File: src/rtl/alu_pkg.sv
// ALU decode package: operation enum, opcode/func encodings, sequencer FSM states.
// Latency: n/a (types and constants only).
// Backpressure: n/a.
package alu_pkg;

  typedef enum logic [3:0] {
    OP_NOP  = 4'd0,
    OP_XOR  = 4'd1,
    OP_OR   = 4'd2,
    OP_AND  = 4'd3,
    OP_NOR  = 4'd4,
    OP_SLL  = 4'd5,
    OP_SRL  = 4'd6,
    OP_SLT  = 4'd7,
    OP_ADD  = 4'd8,
    OP_ADDU = 4'd9,
    OP_SUB  = 4'd10,
    OP_SUBU = 4'd11,
    OP_MULT = 4'd12,
    OP_DIV  = 4'd13,
    OP_SRA  = 4'd14,
    OP_LUI  = 4'd15
  } alu_op_t;

  // Opcodes
  localparam logic [5:0] OPC_RTYPE  = 6'b000000;
  localparam logic [5:0] OPC_REGIMM = 6'b000001;  // BGEZ family
  localparam logic [5:0] OPC_BEQ    = 6'b000100;
  localparam logic [5:0] OPC_BNE    = 6'b000101;
  localparam logic [5:0] OPC_BLEZ   = 6'b000110;
  localparam logic [5:0] OPC_BGTZ   = 6'b000111;
  localparam logic [5:0] OPC_ADDI   = 6'b001000;
  localparam logic [5:0] OPC_ADDIU  = 6'b001001;
  localparam logic [5:0] OPC_SLTI   = 6'b001010;
  localparam logic [5:0] OPC_ANDI   = 6'b001100;
  localparam logic [5:0] OPC_ORI    = 6'b001101;
  localparam logic [5:0] OPC_XORI   = 6'b001110;
  localparam logic [5:0] OPC_LUI    = 6'b001111;
  localparam logic [5:0] OPC_LW     = 6'b100011;
  localparam logic [5:0] OPC_SW     = 6'b101011;

  // R-type function codes
  localparam logic [5:0] FN_SLL  = 6'b000000;
  localparam logic [5:0] FN_SRL  = 6'b000010;
  localparam logic [5:0] FN_SRA  = 6'b000011;
  localparam logic [5:0] FN_SLLV = 6'b000100;
  localparam logic [5:0] FN_SRLV = 6'b000110;
  localparam logic [5:0] FN_SRAV = 6'b000111;
  localparam logic [5:0] FN_MULT = 6'b011000;
  localparam logic [5:0] FN_DIV  = 6'b011010;
  localparam logic [5:0] FN_ADD  = 6'b100000;
  localparam logic [5:0] FN_ADDU = 6'b100001;
  localparam logic [5:0] FN_SUB  = 6'b100010;
  localparam logic [5:0] FN_SUBU = 6'b100011;
  localparam logic [5:0] FN_AND  = 6'b100100;
  localparam logic [5:0] FN_OR   = 6'b100101;
  localparam logic [5:0] FN_XOR  = 6'b100110;
  localparam logic [5:0] FN_NOR  = 6'b100111;
  localparam logic [5:0] FN_SLT  = 6'b101010;

  typedef enum logic [1:0] {
    ST_IDLE = 2'd0,
    ST_HOLD = 2'd1,
    ST_MDU  = 2'd2
  } seq_state_t;

endpackage

File: src/rtl/alu_decode_comb.sv
// Pure combinational {opcode, func} -> ALU operation + shamt_var/is_branch/illegal.
// Latency: 0 cycles (combinational).
// Backpressure: none; the caller registers the result.
// Ports: opcode/func in; op, shamt_var, is_branch, illegal out.
// Config macro: ALU_DECODE_ILLEGAL_EN (flags unlisted encodings; otherwise illegal stays 0).
module alu_decode_comb
  import alu_pkg::*;
(
  input  logic [5:0] opcode,
  input  logic [5:0] func,
  output alu_op_t    op,
  output logic       shamt_var,
  output logic       is_branch,
  output logic       illegal
);

  always_comb begin
    op        = OP_NOP;
    shamt_var = 1'b0;
    is_branch = 1'b0;
    illegal   = 1'b0;
    if (opcode == OPC_RTYPE) begin
      case (func)
        FN_SLL:  op = OP_SLL;
        FN_SLLV: begin op = OP_SLL; shamt_var = 1'b1; end
        FN_SRL:  op = OP_SRL;
        FN_SRLV: begin op = OP_SRL; shamt_var = 1'b1; end
        FN_SRA:  op = OP_SRA;
        FN_SRAV: begin op = OP_SRA; shamt_var = 1'b1; end
        FN_XOR:  op = OP_XOR;
        FN_SUB:  op = OP_SUB;
        FN_SLT:  op = OP_SLT;
        FN_SUBU: op = OP_SUBU;
        FN_OR:   op = OP_OR;
        FN_NOR:  op = OP_NOR;
        FN_ADDU: op = OP_ADDU;
        FN_MULT: op = OP_MULT;
        FN_DIV:  op = OP_DIV;
        FN_AND:  op = OP_AND;
        FN_ADD:  op = OP_ADD;
        default: begin
`ifdef ALU_DECODE_ILLEGAL_EN
          illegal = 1'b1;
`endif
        end
      endcase
    end else begin
      case (opcode)
        OPC_XORI:  op = OP_XOR;
        OPC_SLTI:  op = OP_SLT;
        OPC_ADDI:  op = OP_ADD;
        OPC_ANDI:  op = OP_AND;
        OPC_ORI:   op = OP_OR;
        OPC_ADDIU: op = OP_ADDU;
        OPC_LUI:   op = OP_LUI;
        // BEQ/BNE compare via subtraction; the other branches are resolved outside the ALU.
        OPC_BEQ, OPC_BNE: begin op = OP_SUB; is_branch = 1'b1; end
        OPC_BLEZ, OPC_BGTZ, OPC_REGIMM: is_branch = 1'b1;
        OPC_SW, OPC_LW: op = OP_ADD;  // address generation
        default: begin
`ifdef ALU_DECODE_ILLEGAL_EN
          illegal = 1'b1;
`endif
        end
      endcase
    end
  end

endmodule

File: src/rtl/alu_decode_seq.sv
// Registered, valid/ready ALU-op decoder that holds off new input while MULT/DIV occupy the MDU.
// Latency: 1 cycle from input transfer to out_valid; 1/cycle throughput for non-MDU ops.
// Backpressure: outputs held stable until out_ready; in_ready drops in HOLD without out_ready,
//   on an MDU handoff and for (N-1) cycles afterwards.
// Ports: clk, rst (async active-high); in_valid/in_ready with opcode/func; out_valid/out_ready
//   with alu_operation, shamt_var, is_branch, illegal; mdu_busy.
// Config macro: ALU_DECODE_ILLEGAL_EN (illegal port tied 0 when undefined).
module alu_decode_seq
  import alu_pkg::*;
#(
  parameter int MULT_CYCLES = 4,
  parameter int DIV_CYCLES  = 8,
  parameter int CNT_W       = 8
) (
  input  logic       clk,
  input  logic       rst,
  input  logic       in_valid,
  output logic       in_ready,
  input  logic [5:0] opcode,
  input  logic [5:0] func,
  output logic       out_valid,
  input  logic       out_ready,
  output logic [3:0] alu_operation,
  output logic       shamt_var,
  output logic       is_branch,
  output logic       mdu_busy,
  output logic       illegal
);

  // Counter start value after handoff: N-1 busy cycles follow the handoff cycle.
  localparam logic [CNT_W-1:0] MULT_LAST = CNT_W'(MULT_CYCLES - 1);
  localparam logic [CNT_W-1:0] DIV_LAST  = CNT_W'(DIV_CYCLES - 1);

  alu_op_t          dec_op;
  logic             dec_shamt_var, dec_is_branch, dec_illegal;

  seq_state_t       state_q, state_d;
  logic [CNT_W-1:0] cnt_q, cnt_d;
  logic             init_q;  // keeps in_ready low until the first edge after reset
  alu_op_t          op_q;
  logic             shamt_q, branch_q, illegal_q;
  logic             load, clear;
  logic             is_mdu;
  logic [CNT_W-1:0] mdu_last;

  alu_decode_comb u_dec (
    .opcode    (opcode),
    .func      (func),
    .op        (dec_op),
    .shamt_var (dec_shamt_var),
    .is_branch (dec_is_branch),
    .illegal   (dec_illegal)
  );

  assign is_mdu   = (op_q == OP_MULT) || (op_q == OP_DIV);
  assign mdu_last = (op_q == OP_DIV) ? DIV_LAST : MULT_LAST;

  always_comb begin
    state_d   = state_q;
    cnt_d     = cnt_q;
    load      = 1'b0;
    clear     = 1'b0;
    in_ready  = 1'b0;
    out_valid = 1'b0;
    mdu_busy  = 1'b0;
    case (state_q)
      ST_IDLE: begin
        in_ready = init_q;
        if (init_q && in_valid) begin
          load    = 1'b1;
          state_d = ST_HOLD;
        end
      end
      ST_HOLD: begin
        out_valid = 1'b1;
        if (out_ready) begin
          if (is_mdu) begin
            clear = 1'b1;
            if (mdu_last != '0) begin
              cnt_d   = mdu_last;
              state_d = ST_MDU;
            end else begin
              state_d = ST_IDLE;
            end
          end else begin
            in_ready = 1'b1;
            if (in_valid) begin
              load = 1'b1;
            end else begin
              clear   = 1'b1;
              state_d = ST_IDLE;
            end
          end
        end
      end
      ST_MDU: begin
        mdu_busy = 1'b1;
        cnt_d    = cnt_q - CNT_W'(1);
        // Leave while the count steps 1->0 so the busy window is exactly N-1 cycles.
        if (cnt_q <= CNT_W'(1)) begin
          state_d = ST_IDLE;
        end
      end
      default: state_d = ST_IDLE;
    endcase
  end

  always_ff @(posedge clk or posedge rst) begin
    if (rst) begin
      state_q   <= ST_IDLE;
      cnt_q     <= '0;
      init_q    <= 1'b0;
      op_q      <= OP_NOP;
      shamt_q   <= 1'b0;
      branch_q  <= 1'b0;
      illegal_q <= 1'b0;
    end else begin
      state_q <= state_d;
      cnt_q   <= cnt_d;
      init_q  <= 1'b1;
      if (load) begin
        op_q      <= dec_op;
        shamt_q   <= dec_shamt_var;
        branch_q  <= dec_is_branch;
        illegal_q <= dec_illegal;
      end else if (clear) begin
        op_q      <= OP_NOP;
        shamt_q   <= 1'b0;
        branch_q  <= 1'b0;
        illegal_q <= 1'b0;
      end
    end
  end

  assign alu_operation = op_q;
  assign shamt_var     = shamt_q;
  assign is_branch     = branch_q;
  assign illegal       = illegal_q;

endmodule

File: config.mk
export PLATFORM = sky130hd
export DESIGN_NAME = alu_decode_seq
export DESIGN_NICKNAME = d
export VERILOG_FILES = /design/src/rtl/alu_pkg.sv /design/src/rtl/alu_decode_comb.sv /design/src/rtl/alu_decode_seq.sv
export SDC_FILE = /design/constraint.sdc
export NUM_CORES = 1
export LEC_CHECK = 0
export ABC_AREA = 1
export CAP_MARGIN = 10
export CORE_MARGIN = 2
export CORE_UTILIZATION = 53
export DETAILED_ROUTE_END_ITERATION = 8
export GPL_TIMING_DRIVEN = 0
export HOLD_SLACK_MARGIN = 0.15
export PLACE_DENSITY_LB_ADDON = 0.3
export REMOVE_ABC_BUFFERS = 1
export SLEW_MARGIN = 20
export SYNTH_ARGS = -nofsm -noshare
export SYNTH_HDL_FRONTEND = slang
export SYNTH_SLANG_ARGS = --single-unit
File: constraint.sdc
create_clock -name clk -period 1.8 [get_ports clk]
set_input_delay 0.18 -clock clk [delete_from_list [all_inputs] [get_ports clk]]
set_output_delay 0.18 -clock clk [all_outputs]
set_load 0.05 [all_outputs]
# Word level (Yosys, flattened, before mapping)
# Cells that the tools add are included.
# totals
elab_cells	105
input_bits	16
output_inout_bits	10
ff_bits	18
# classes
n_eq_ne	40
mux	39
n_lt_le_gt_ge	1
n_addsub	1
n_reduce_logical	17
# ops
cell	n
$eq A6 B6 Y1 const B	11
$pmux W4 S14	1
$eq A6 B3 Y1 const B	7
$eq A6 B4 Y1 const B	7
$pmux W4 S8	1
$mux W8	3
$mux W1	20
$pmux W8 S2	1
$eq A6 B2 Y1 const B	2
$eq A6 B5 Y1 const B	2
$logic_not A6 Y1	2
$mux W2	6
$mux W4	3
$ne A2 B2 Y1 const B	5
$eq A4 B4 Y1 const B	2
$le A8 B1 Y1 const B	1
$reduce_and A4 Y1	2
$reduce_bool A8 Y1	1
$reduce_or A2 Y1	4
$sub A8 B1 Y8 const B	1
$eq A6 B1 Y1 const B	1
$pmux W2 S3	1
$reduce_or A3 Y1	2
$reduce_or A5 Y1	1
other kinds (9)	11

# Logic depth before layout (Yosys ltp)
# logic_depth
word_depth	7
mapped_depth	10
depth_no_buf	10

# By module
# Synthesis repeated with hierarchy kept, for this count alone.
# hier_totals
hier_cells	214
hier_area_um2	1360.1
# by_module_without_submodules
mod	cells_each	seq_area_each_um2	area_each_um2	instances
alu_decode_seq	126	450.4	947.2	1
alu_decode_comb	88	0.0	412.9	1

# Worst setup path after synthesis
# Ideal clock, no wire load.
# synth_timing
path_kind	register to output
startpoint	register state_q[1]
endpoint	output port in_ready
path_stages_with_launch	4
setup_slack_ns	-0.359
arrival_ns	1.979
t_required_ns	1.620
n_path_buf	0
cell_sequence	dfrtp_1 -> nor2_4 -> nand2_1 -> o21ai_0
# synth_via
elab_chain_cells	2
word_cells_on_any_way	3
cone_classes	eq/ne (1); mux (1); reduce/logical (1)
# synth_rtl
item	line	source
from (decl)	alu_decode_seq.sv:37	seq_state_t state_q, state_d;
from (signal assigned)	alu_decode_seq.sv:118	state_q <= state_d;
$eq A2 B1 Y1 or $logic_not A2 Y1 (tied branches)	alu_decode_seq.sv:66	case (state_q)
$pmux W1 S2 (*)	alu_decode_seq.sv:66	
to (decl)	alu_decode_seq.sv:18	output logic in_ready,
# Mark *: on every way between the ends. The rest lies on a longest branch, timed or not.

# Final worst setup path
# layout_timing
startpoint	register op_q[1], in the netlist alu_operation[1]
endpoint	output port alu_operation[1]
# layout_rtl
item	line	source
from (decl)	alu_decode_seq.sv:40	alu_op_t op_q;
from (signal assigned)	alu_decode_seq.sv:122	op_q <= dec_op;
to (decl)	alu_decode_seq.sv:23	output logic [3:0] alu_operation,
# No word-level cell between the ends.

==> flow_summary.json <==
{
  "run_status": "finished, final reports clean",
  "fillers": 198,
  "syn-cell-area_um2": 1246,
  "ys_seq_area_share_pct": 34.14,
  "grt_use_total_pct": 21.91,
  "syn_inst": 182,
  "critical_path_class": "reg -> out",
  "final_antenna_net_count": 0,
  "fin_skew_ns": 0.004915,
  "vias": 1241,
  "seqCellArea_um2": 425.4,
  "slew_headroom_pct": 57.83,
  "portBuffers": 24,
  "drt-vias-per-instance": 5.236,
  "switching_share_pct": 26.98,
  "die_x_um": 52.49,
  "synth_top_area_share_pct": 34.14,
  "hold_buffers": 0,
  "synth.largest_area_cell": "dfrtp_1",
  "drc_errors": 0,
  "cts.reportedPaths.clkPinSlew_ns": 0.10,
  "globalplace.congestion": 0.8271,
  "max_freq_mhz": 577.9,
  "fin_crit_sh_pct": 96.13,
  "clkPwrFrac_pct": 29.7,
  "synthTopCellsByArea": "dfrtp_1 (34%), nand2_1 (14%), nor2_1 (7.8%)",
  "maxCapViolations": 0,
  "start_kind": "register",
  "antenna_found_initial": 0,
  "rsz0062_at_grt": "no",
  "ir_drop_v": 0.0002878,
  "comb_power_share_pct": 15.4,
  "dieArea_um2": 2755,
  "cts_buffers": 3,
  "clk_latency_ns": 0.30,
  "yosys-top-cells-count": "nand2_1 (48), nor2_1 (26), inv_1 (22)",
  "ys.flop_type": "dfrtp_1",
  "core_um2": 2212,
  "place_area_um2": 1514,
  "crit_chain": "clkdlybuf4s50_1",
  "p_leak_uw": 0.0007435,
  "final_max_slew_viol_count": 0,
  "setup-violations-final": 0,
  "worstPathRequired_ns": 1.62,
  "wl_mm": 2.650,
  "grt_pass1_wl_mm": 4.595,
  "final.min_clock_period_ns": 1.730,
  "path_buf_inv": 1,
  "dpl.hpwl_mm": 2.155,
  "critPathSlowestCell": "clkdlybuf4s50_1",
  "cts_setup_buffers": 0,
  "dp.cells": 233,
  "initial_core_util_pct": 56.33,
  "ios": 26,
  "clk_path_buf_depth": 2,
  "cts_tree": "done",
  "tightestPinTransition_ns": 0.6319,
  "drt_iter0_drc": 27,
  "hold_class": "in -> async",
  "async_flop_share_pct": 100.0,
  "synth_edf_count": 0,
  "grt_overflow": 0,
  "ys_warn_count": 0,
  "power-per-cell-area_nw_per_um2": 454.6,
  "fin_worst_hold_slack_ns": 0.2537,
  "hold_viol_final": 0,
  "cts.sinks": 17,
  "diodes": 0,
  "power_switching_uw": 188.5,
  "crit_family": "buffers and inverters",
  "wl_per_cell_um": 11.18,
  "grt_start_max_net_pins": 18,
  "end_kind": "output pin",
  "drive_gt1_share_pct": 10.53,
  "nets": 228,
  "grt_pass1_vias": 1191,
  "multi_input_area_um2": 715.7,
  "rows": 17,
  "dieHeight_um": 52.49,
  "tns_ns": 0,
  "dr.pass1.iters": 4,
  "ys_ff_latch": 17,
  "fin_cells": 237,
  "cpPeakStageDelay_ns": 0.83,
  "cp_data_arrival_time_ns": 1.55,
  "p_int_uw": 510.1,
  "stdcell_area_um2": 1536,
  "syn_to_final_growth_pct": 23.29,
  "synth.most_common_cell": "nand2_1",
  "path_max_fanout": 3,
  "htreeDepth": 1,
  "synth.distinct_cells": 29,
  "clock-root-buffer": "clkbuf_4",
  "p_seq_share_pct": 54.9,
  "avgSynthCellArea_um2": 6.847
}
-- state kept, by name, indices dropped and copies added, names as in the netlist --
name,count
is_branch,1
init_q,1
state_q,2
cnt_q,8
shamt_var,1
alu_operation,4
-- layout by cell type, fill, tap and decap left out, types with 3 or more instances in the layout --
cell type        netlist  routed
o21ai_1                3       3
nor2_1                26      26
nand3_1               15      15
nand2_1               48      48
inv_2                  4       4
clkdlybuf4s50_1        0      21
nor2_2                 3       3
clkbuf_4               0       3
xor2_1                 3       3
nand4_1                5       5
inv_1                 22      22
dfrtp_1               17      17
o21ai_0               10      10
-- final timing paths --
| check | from | end | slack [ns] | cells after the start |
|---|---|---|---|---|
| setup / recovery | alu_operation[1] | alu_operation[1] | 0.07 | 1 |
| hold / removal | rst | cnt_q[6] | 0.25 | 2 |
| setup reg to reg | cnt_q[0] | cnt_q[6] | 0.50 | 7 |
| hold reg to reg | is_branch | is_branch | 0.49 | 2 |
| max in group asynchronous | rst | alu_operation[2] | 1.14 | 2 |
| min in group clk | is_branch | is_branch | 0.49 | 2 |
-- per-stage QoR --
stage                     util (%)  power, µW  setup slack (ns)
after floorplan                  -      441.8           -0.3593
after global placement       68.44      493.3           -0.1458
after detailed placement     68.44      498.3           -0.1535
after CTS                    69.63      702.3           0.01314
after global routing         69.46      726.9           0.01778
final                        69.46      698.5           0.06965
-- worst reg2reg max path, stage by stage, from the launching register on --
cell	delay, ns
dfrtp_1	0.42
inv_1	0.10
ha_1	0.18
inv_1	0.07
nor2_1	0.13
nand3_1	0.11
o21ai_1	0.14
a21oi_1	0.05
-- cell type report --
type / instances / share of cell area, %
clock inverters: 1 / 0.3257
inverters: 26 / 6.352
repair buffers: 24 / 15.31
well taps: 28 / 2.280
multi-input cells: 138 / 46.58
clock buffers: 3 / 1.466
flip-flops and latches: 17 / 27.69
-- kinds of logic after synthesis --
logic type,Yosys count,share of synthesized area [%]
compound gates,22,10.24
xor+xnor,4,2.812
fa+ha+maj,2,2.008
buf+inv,27,8.434
flops,17,34.14
other cells,2,0.6026
simple gates,108,41.77
-- what timing repair did --
action / 4_1_cts / 5_1_grt
gates cloned: 0 / 0
gates resized for setup: 6 / 2
setup endpoints to repair: 3 / 1
endpoints found under the hold margin: 0 / 0
-- power groups by stage --
stage | combinational [µW] | clock, µW | sequential (µW)
5_1_grt | 119 | 224 | 384
3_3_place_gp | 102 | 0 | 391
3_5_place_dp | 107 | 0 | 391
4_1_cts | 108 | 211 | 383
2_1_floorplan | 51.0 | 0 | 391
6_report | 107 | 208 | 383
-- metal layers --
metal	global-route usage (%)	vias up	share of wire [%]
met1	24.50	571	43
met5	0	-	0
met3	2.571	5	3.1
met2	41.67	27	52
met4	8.120	0	1.5
li1	-	638	-
Power figures use the tool's default switching activity.
